[src/rtl/spi_pkg.sv]
// spi_pkg: shared types and constants for the 16-bit SPI master.
//   spi_state_e      : frame sequencer states
//   SPI_WORD_W       : bits per frame
//   SPI_MIN_*        : smallest legal values of the master's timing parameters
//   spi_max4()       : widest of four counts, sizes the shared phase timer
package spi_pkg;

   localparam int SPI_WORD_W       = 16;

   // The slave needs a 2-flop sync plus edge detect per sck level, and a
   // couple of ssel-high cycles to clear its bit counter between frames.
   localparam int SPI_MIN_CLK_DIV  = 4;
   localparam int SPI_MIN_CS_SETUP = 2;
   localparam int SPI_MIN_CS_HOLD  = 1;
   localparam int SPI_MIN_CS_IDLE  = 2;

   typedef enum logic [2:0] {
      IDLE,
      SETUP,
      LO,
      HI,
      HOLD,
      GAP
   } spi_state_e;

   function automatic int spi_max4(input int a, input int b, input int c, input int d);
      int m;
      m = a;
      if (b > m) m = b;
      if (c > m) m = c;
      if (d > m) m = d;
      return m;
   endfunction

endpackage

[src/rtl/spi_phase_timer.sv]
// spi_phase_timer: loadable down-counter that times every sequencer phase.
//   clk, rst_n : clock, async active-low reset
//   load       : reload the counter with load_val (phase length - 1)
//   load_val   : value to load
//   expired    : high on the last cycle of the current phase
module spi_phase_timer #(
   parameter int W = 2
) (
   input  logic         clk,
   input  logic         rst_n,
   input  logic         load,
   input  logic [W-1:0] load_val,
   output logic         expired
);

   logic [W-1:0] cnt_q, cnt_d;

   always_comb begin
      cnt_d = cnt_q;
      if (load)
         cnt_d = load_val;
      else if (cnt_q != '0)
         cnt_d = cnt_q - W'(1);
   end

   always_ff @(posedge clk or negedge rst_n) begin
      if (!rst_n) cnt_q <= '0;
      else        cnt_q <= cnt_d;
   end

   // Counter parks at zero outside a phase; the sequencer only looks at
   // expired in states that loaded it.
   assign expired = (cnt_q == '0);

endmodule

[src/rtl/spi_master.sv]
// spi_master: mode-0, MSB-first, 16-bit-per-frame SPI master.
//   clk, rst_n         : clock, async active-low reset
//   start, dataToSend  : frame request and word, captured when busy=0
//   busy               : frame in progress, including the inter-frame gap
//   done, receivedData : one-cycle pulse; reply word valid from that cycle
//   sck, mosi, ssel    : bus outputs (sck idle low, ssel active low)
//   miso               : bus input, sampled on the last cycle of each sck-high phase
// Optional feature: define SPI_MASTER_BURST_EN to chain words back-to-back
// with ssel held low when start is high on the last high phase of bit 15.
module spi_master
   import spi_pkg::*;
#(
   parameter int CLK_DIV  = 4,
   parameter int CS_SETUP = 2,
   parameter int CS_HOLD  = 2,
   parameter int CS_IDLE  = 2
) (
   input  logic                  clk,
   input  logic                  rst_n,
   input  logic                  start,
   input  logic [SPI_WORD_W-1:0] dataToSend,
   output logic                  busy,
   output logic                  done,
   output logic [SPI_WORD_W-1:0] receivedData,
   output logic                  sck,
   output logic                  mosi,
   input  logic                  miso,
   output logic                  ssel
);

   if (CLK_DIV < SPI_MIN_CLK_DIV) begin : g_bad_clk_div
      $error("spi_master: CLK_DIV below minimum");
   end
   if (CS_SETUP < SPI_MIN_CS_SETUP) begin : g_bad_cs_setup
      $error("spi_master: CS_SETUP below minimum");
   end
   if (CS_HOLD < SPI_MIN_CS_HOLD) begin : g_bad_cs_hold
      $error("spi_master: CS_HOLD below minimum");
   end
   if (CS_IDLE < SPI_MIN_CS_IDLE) begin : g_bad_cs_idle
      $error("spi_master: CS_IDLE below minimum");
   end

   localparam int TMR_W = $clog2(spi_max4(CLK_DIV, CS_SETUP, CS_HOLD, CS_IDLE));
   localparam logic [TMR_W-1:0] LD_DIV   = TMR_W'(CLK_DIV - 1);
   localparam logic [TMR_W-1:0] LD_SETUP = TMR_W'(CS_SETUP - 1);
   localparam logic [TMR_W-1:0] LD_HOLD  = TMR_W'(CS_HOLD - 1);
   localparam logic [TMR_W-1:0] LD_IDLE  = TMR_W'(CS_IDLE - 1);

   spi_state_e            state_q, state_d;
   logic [SPI_WORD_W-1:0] tx_q, tx_d;
   logic [SPI_WORD_W-1:0] rx_q, rx_d;
   logic [SPI_WORD_W-1:0] rdata_q, rdata_d;
   logic [3:0]            bit_q, bit_d;
   logic                  mosi_q, mosi_d;
   logic                  sck_q, sck_d;
   logic                  ssel_q, ssel_d;
   logic                  busy_q, busy_d;
   logic                  done_q, done_d;

   logic                  tmr_load;
   logic [TMR_W-1:0]      tmr_val;
   logic                  tmr_exp;

   spi_phase_timer #(.W(TMR_W)) u_timer (
      .clk      (clk),
      .rst_n    (rst_n),
      .load     (tmr_load),
      .load_val (tmr_val),
      .expired  (tmr_exp)
   );

   always_comb begin
      state_d  = state_q;
      tx_d     = tx_q;
      rx_d     = rx_q;
      rdata_d  = rdata_q;
      bit_d    = bit_q;
      mosi_d   = mosi_q;
      done_d   = 1'b0;
      tmr_load = 1'b0;
      tmr_val  = LD_DIV;

      case (state_q)
         IDLE: begin
            if (start) begin
               tx_d     = dataToSend;
               bit_d    = 4'd0;
               mosi_d   = dataToSend[SPI_WORD_W-1];
               state_d  = SETUP;
               tmr_load = 1'b1;
               tmr_val  = LD_SETUP;
            end
         end
         SETUP: begin
            if (tmr_exp) begin
               state_d  = HI;
               tmr_load = 1'b1;
               tmr_val  = LD_DIV;
            end
         end
         HI: begin
            if (tmr_exp) begin
               // Latest point before the falling edge: gives miso the whole
               // high phase to settle after the slave's synchronizer.
               rx_d     = {rx_q[SPI_WORD_W-2:0], miso};
               bit_d    = bit_q + 4'd1;
               tmr_load = 1'b1;
               if (bit_q != 4'd15) begin
                  state_d = LO;
                  tx_d    = {tx_q[SPI_WORD_W-2:0], 1'b0};
                  mosi_d  = tx_q[SPI_WORD_W-2];
                  tmr_val = LD_DIV;
               end else begin
`ifdef SPI_MASTER_BURST_EN
                  if (start) begin
                     // Chain the next word: its MSB goes out on this falling
                     // edge, exactly like any mid-word bit.
                     state_d = LO;
                     tx_d    = dataToSend;
                     mosi_d  = dataToSend[SPI_WORD_W-1];
                     rdata_d = rx_d;
                     done_d  = 1'b1;
                     tmr_val = LD_DIV;
                  end else begin
                     state_d = HOLD;
                     tmr_val = LD_HOLD;
                  end
`else
                  state_d = HOLD;
                  tmr_val = LD_HOLD;
`endif
               end
            end
         end
         LO: begin
            if (tmr_exp) begin
               state_d  = HI;
               tmr_load = 1'b1;
               tmr_val  = LD_DIV;
            end
         end
         HOLD: begin
            if (tmr_exp) begin
               state_d  = GAP;
               rdata_d  = rx_q;
               done_d   = 1'b1;
               tmr_load = 1'b1;
               tmr_val  = LD_IDLE;
            end
         end
         GAP: begin
            if (tmr_exp) state_d = IDLE;
         end
         default: state_d = IDLE;
      endcase

      // Bus pins are registered from the next state so they line up with it.
      busy_d = (state_d != IDLE);
      ssel_d = !(state_d inside {SETUP, LO, HI, HOLD});
      sck_d  = (state_d == HI);
   end

   always_ff @(posedge clk or negedge rst_n) begin
      if (!rst_n) begin
         state_q <= IDLE;
         tx_q    <= '0;
         rx_q    <= '0;
         rdata_q <= '0;
         bit_q   <= 4'd0;
         mosi_q  <= 1'b0;
         sck_q   <= 1'b0;
         ssel_q  <= 1'b1;
         busy_q  <= 1'b0;
         done_q  <= 1'b0;
      end else begin
         state_q <= state_d;
         tx_q    <= tx_d;
         rx_q    <= rx_d;
         rdata_q <= rdata_d;
         bit_q   <= bit_d;
         mosi_q  <= mosi_d;
         sck_q   <= sck_d;
         ssel_q  <= ssel_d;
         busy_q  <= busy_d;
         done_q  <= done_d;
      end
   end

   assign busy         = busy_q;
   assign done         = done_q;
   assign receivedData = rdata_q;
   assign sck          = sck_q;
   assign mosi         = mosi_q;
   assign ssel         = ssel_q;

endmodule

[config.mk]
export PLATFORM = sky130hd
export DESIGN_NAME = spi_master
export DESIGN_NICKNAME = d
export VERILOG_FILES = /design/src/rtl/spi_pkg.sv /design/src/rtl/spi_phase_timer.sv /design/src/rtl/spi_master.sv
export SDC_FILE = /design/constraint.sdc
export NUM_CORES = 1
export LEC_CHECK = 0
export ABC_AREA = 1
export BUFFER_PORTS_ARGS = -buffer_cell sky130_fd_sc_hd__buf_2
export CAP_MARGIN = 20
export CORE_MARGIN = 2
export CORE_UTILIZATION = 60
export CTS_CLUSTER_SIZE = 30
export DETAILED_ROUTE_END_ITERATION = 7
export PLACE_DENSITY = 0.91
export SYNTH_ARGS = -nofsm -noshare
export SYNTH_HDL_FRONTEND = slang
export SYNTH_SLANG_ARGS = --single-unit
[constraint.sdc]
create_clock -name clk -period 3.9 [get_ports clk]
set_input_delay 0.195 -clock clk [delete_from_list [all_inputs] [get_ports clk]]
set_output_delay 0.195 -clock clk [all_outputs]
set_load 0.05 [all_outputs]
# Yosys cells after proc, flatten, opt, wreduce, memory -nomap -nowiden

Cells that the tools add are included.

Bits in registers: 61
Input bits: 20
Output and inout bits: 21
Logic and storage cells: 69

Add/sub/neg operators: 2
Eq/ne operators: 13
Mux-type cells: 29
Reductions and logical operators: 14

Operators with widths:

| cell                                                | count |
|---|---|
| two-way mux 15 bit                                  | 3 |
| case mux 15 bit (2 select lines)                    | 1 |
| two-way mux 3 bit                                   | 6 |
| case mux 3 bit (5 select lines)                     | 1 |
| equality test 3 x 2 -> 1 bit, second input constant | 4 |
| two-way mux 2 bit                                   | 6 |
| equality test 3 bit, second input constant          | 3 |
| two-way mux 4 bit                                   | 2 |
| case mux 4 bit (2 select lines)                     | 1 |
| equality test 3 x 1 -> 1 bit, second input constant | 2 |
| two-way mux 1 bit                                   | 6 |
| != test 2 bit, second input constant                | 3 |
| case mux 2 bit (3 select lines)                     | 1 |
| nonzero test 2 bit                                  | 3 |
| adder 4 x 1 -> 4 bit, second input constant         | 1 |
| != test 4 bit, second input constant                | 1 |
| case mux 1 bit (2 select lines)                     | 2 |
| AND reduction 2 bit                                 | 2 |
| AND reduction 4 bit                                 | 1 |
| nonzero test 4 bit                                  | 1 |
| OR reduction 4 bit                                  | 1 |
| logical NOT 3 bit                                   | 1 |
| AND reduction 3 bit                                 | 1 |
| nonzero test 3 bit                                  | 1 |
| other kinds (4)                                     | 4 |

# Longest topological paths before layout

Word-level depth: 7
Mapped depth: 12
Depth with buffers taken out: 10

# Hierarchy

From an unflattened synthesis, not the netlist that was laid out.

Cell total of the unflattened synthesis: 331
Area, all modules: 2,802.7 µm²

Modules (own cells, without submodules):

| module          | times used | cells each | area an instance (µm²) | sequential area each (µm²) |
|---|---|---|---|---|
| spi_master      | 1          | 314        | 2,682.6                | 1,477.7 |
| spi_phase_timer | 1          | 17         | 120.1                  | 50.0 |

# Worst setup path before layout

OpenSTA, ideal clock, no wires.

Path kind: register to register
Start point: reg u_timer.cnt_q[0]
End point: reg mosi_q (netlist: mosi)
Library setup time: 0.118 ns
Data arrival time: 1.378 ns
Required time: 3.782 ns
Path slack: 2.404 ns
Stages on the path, launching flop included: 13
Buffers on the path: 2
Clock period less this slack: 1.496 ns
Cells stage by stage: dfrtp_1 > inv_1 > ha_1 > buf_2 > inv_1 > nand2_1 > nand2_1 > inv_2 > nand2_4 > inv_2 > buf_6 > nand2_1 > nand2_1

Cells in the longest elaborated chain, start to end: 3

RTL lines:

| what                                 | RTL line              | text |
|---|---|---|
| start: declaration                   | spi_phase_timer.sv:16 | `logic [W-1:0] cnt_q, cnt_d;` |
| start signal: assignment             | spi_phase_timer.sv:28 | `else cnt_q <= cnt_d;` |
| logical NOT 2 bit                    | spi_phase_timer.sv:33 | `assign expired = (cnt_q == '0);` |
| != test 2 bit (no source line)       | --                    |  |
| AND reduction 4 bit (no source line) | --                    |  |
| end signal: assignment               | spi_master.sv:182     | `mosi_q <= mosi_d;` |
| end: declaration                     | spi_master.sv:55      | `logic mosi_q, mosi_d;` |

No other way between the ends.
A chain may end at the register's enable or synchronous reset.

# Worst setup path after layout

Start point: reg state_q[1]
End point: reg rdata_q[1] (netlist: receivedData[1])

Cells in the longest elaborated chain, start to end: 2

RTL lines:

| what                                 | RTL line          | text |
|---|---|---|
| start: declaration                   | spi_master.sv:50  | `spi_state_e state_q, state_d;` |
| start signal: assignment             | spi_master.sv:177 | `state_q <= state_d;` |
| equality test 3 bit                  | spi_master.sv:84  | `case (state_q)` |
| AND reduction 2 bit (no source line) | --                |  |
| end signal: assignment               | spi_master.sv:180 | `rdata_q <= rdata_d;` |
| end: declaration                     | spi_master.sv:53  | `logic [SPI_WORD_W-1:0] rdata_q, rdata_d;` |

No other way between the ends.

==> impl_metrics.tcl <==
set metrics [dict create \
    wire_per_inst_um 12.2 \
    critical_path_class "reg2reg" \
    die_area_um2 5040 \
    crit_required_ns 4.12 \
    switching_share 0.407 \
    antenna_found_initial 0 \
    p_clk_frac 0.243 \
    hold_viol 0 \
    die_y_um 71.0 \
    grt_setup_unrepaired "false" \
    post_cts_buffers 0 \
    ir_drop_v 0.000505 \
    first_pass_iters 4 \
    synth_xor_area_frac 0.00651 \
    cts_sinks 61 \
    cts_resized 0 \
    power.internal_w 0.00141 \
    p_comb_frac 0.381 \
    utilization 0.722 \
    cts_max_path_buffers 2 \
    cp-end-kind "flip-flop" \
    max_freq_mhz 477 \
    core_um2 4320 \
    vias_per_cell 5.05 \
    drt_iter0_drc 132 \
    cts.htree.levels 3 \
    synthMuxAreaShare 0 \
    dpl.hpwl_mm 3.39 \
    r2r_slack_ns 1.80 \
    grt_first_pass_wirelength_mm 8.98 \
    period_share 0.538 \
    synth_compound_area_frac 0.0656 \
    holdCritPathClass "in2async" \
    drt_drc_violations_left 0 \
    relSlewSlack 0.343 \
    synthDistinctLibCells 23 \
    dieWidth_um 71.0 \
    ctsHoldBuffers 0 \
    netlist_area_um2 2690 \
    worstSetupStartpointType "flip-flop" \
    grtUsageTotal 0.230 \
    fin_setup_tns_ns 0 \
    setup_viol 0 \
    grt_start_max_net_pins 62 \
    grt_pass1_vias 2100 \
    initial_core_util 0.622 \
    maxCapViolCount 0 \
    switchingPower_w 0.000972 \
    via_count 2180 \
    n_antenna_cell 0 \
    yosys_register_bits 61 \
    io_pins 41 \
    core.rowCount 24 \
    synthesis.nets 356 \
    critPathArrivalTime_ns 2.31 \
    syn_area_per_cell_um2 8.05 \
    nets 397 \
    synth_top_family_by_area "simple AND/OR/NAND/NOR gates" \
    clk_pin_slew_ns 0.06 \
    power.share.sequential 0.376 \
    regArea_um2 1530 \
    startpoint "state_q[1]" \
    clk_latency_ns 0.34 \
    reg2reg_from "state_q[1]" \
    cts_tree "yes" \
    worstPathMaxFanout 32 \
    fillCellCount 323 \
    root_buffer "clkbuf_8" \
    drtAntennaViolNets 0 \
    multi_input_area_um2 977 \
    dpl_worst_slack_ns 1.81 \
    port_buffers 40 \
    ys_warn_count 0 \
    area_delta_synth_final_pct 16.0 \
    p_leak_nw 1.76 \
    p_total_w 0.00239 \
    drive_gt1_frac 0.171 \
    finalMaxSlewViolations 0 \
    pwr_density_cell_nw_per_um2 765 \
    tightest_slew_ns 0.982 \
    fin_crit_ns 2.10 \
    synthAdderAreaFrac 0.00930 \
    synthSimpleGateAreaFrac 0.282 \
    async_reset_ff_frac 1.00 \
    synthCells 334 \
    synth_edf_count 0 \
    gr-total-overflow 0 \
    fin_ws_ns 1.80 \
    wl_mm 5.27 \
    outcome "finished, final reports clean" \
    clock_skew_ns 0.00669 \
    cts_buffers 9 \
    synth.yosys.seq_area_share 0.568 \
    gp_congestion 0.760 \
    synth_top_flop_cell "dfrtp_1" \
]
metal layers:
layer / share of wire / wire length, um / vias up / track usage
met2: 0.48 / 2540 / 61 / 0.376
met5: 0 / 0 / - / 0
met1: 0.45 / 2350 / 1010 / 0.280
met3: 0.059 / 310 / 8 / 0.0826
met4: 0.015 / 78 / 0 / 0.0943
li1: - / - / 1101 / -
metrics by stage:
stage	cells	instance area, um^2	hold WS (ns)
2_1_floorplan	334	2690	-0.101
3_3_place_gp	416	2910	0.392
3_5_place_dp	416	2910	0.388
4_1_cts	432	3120	0.0287
5_1_grt	432	3120	0.0776
6_report	432	3120	0.0131
Yosys cell counts (2+ instances only):
library cell / count / area (um^2)
o21ai_0: 33 / 165
buf_2: 4 / 20.0
nand2_1: 161 / 604
nand4_1: 2 / 12.5
nor2_1: 10 / 37.5
inv_2: 3 / 11.3
dfrtp_1: 60 / 1500
ha_1: 2 / 25.0
nand3_1: 12 / 60.1
clkbuf_1: 5 / 18.8
inv_1: 30 / 113
worst max-delay path, stage by stage (launching register included):
cell and delay [ns]:
dfrtp_1 0.46, nor2_1 0.30, nand3_1 0.76, o21ai_0 0.46
state kept, by name, indices dropped and copies added, names as in the netlist:
register and cells:
done 1, ssel 1, u_timer.cnt_q 2, busy 1, rx_q 16, mosi 1
bit_q 4, state_q 3, sck 1, tx_q 15, receivedData 16
area by class of cell:
class	count	area share
flip-flops and latches	61	0.490
well taps	52	0.0209
inverters	33	0.0397
clock buffers	13	0.0541
multi-input cells	228	0.313
repair buffers	42	0.0690
clock inverters	3	0.0136
power groups by stage:
stage	clock [W]	sequential (W)	combinational, W
after floorplan	0	0.000938	0.000694
after global placement	0	0.000892	0.000865
after detailed placement	0	0.000904	0.000902
after CTS	0.000584	0.000897	0.000916
after global routing	0.000619	0.000913	0.00105
final	0.000579	0.000898	0.000909
placed cells by master (no fill, tap or decap), types with 2 or more instances in the layout:
cell      instances
clkbuf_8         12
nand2_1         161
dfrtp_1          60
buf_2            40
nand3_1          12
inv_2             3
o21ai_0          33
nor2_1           10
nand4_1           2
inv_1            30
buf_4             2
ha_1              2
cells by family after synthesis:
group                    Yosys count
adder cells (fa/ha/maj)            2
XOR/XNOR                           2
flip-flops                        61
AO/OA/AOI/OAI                     35
AND/OR/NAND/NOR                  189
buffers and inverters             45
final timing paths:
kind,end,cells after the start
max,receivedData[1],3
min,state_q[2],2
max reg2reg,receivedData[1],3
min reg2reg,tx_q[13],2
max in group asynchronous,receivedData[1],2
min in group clk,rx_q[0],3
Note: power is estimated with default switching activity, not from simulation.
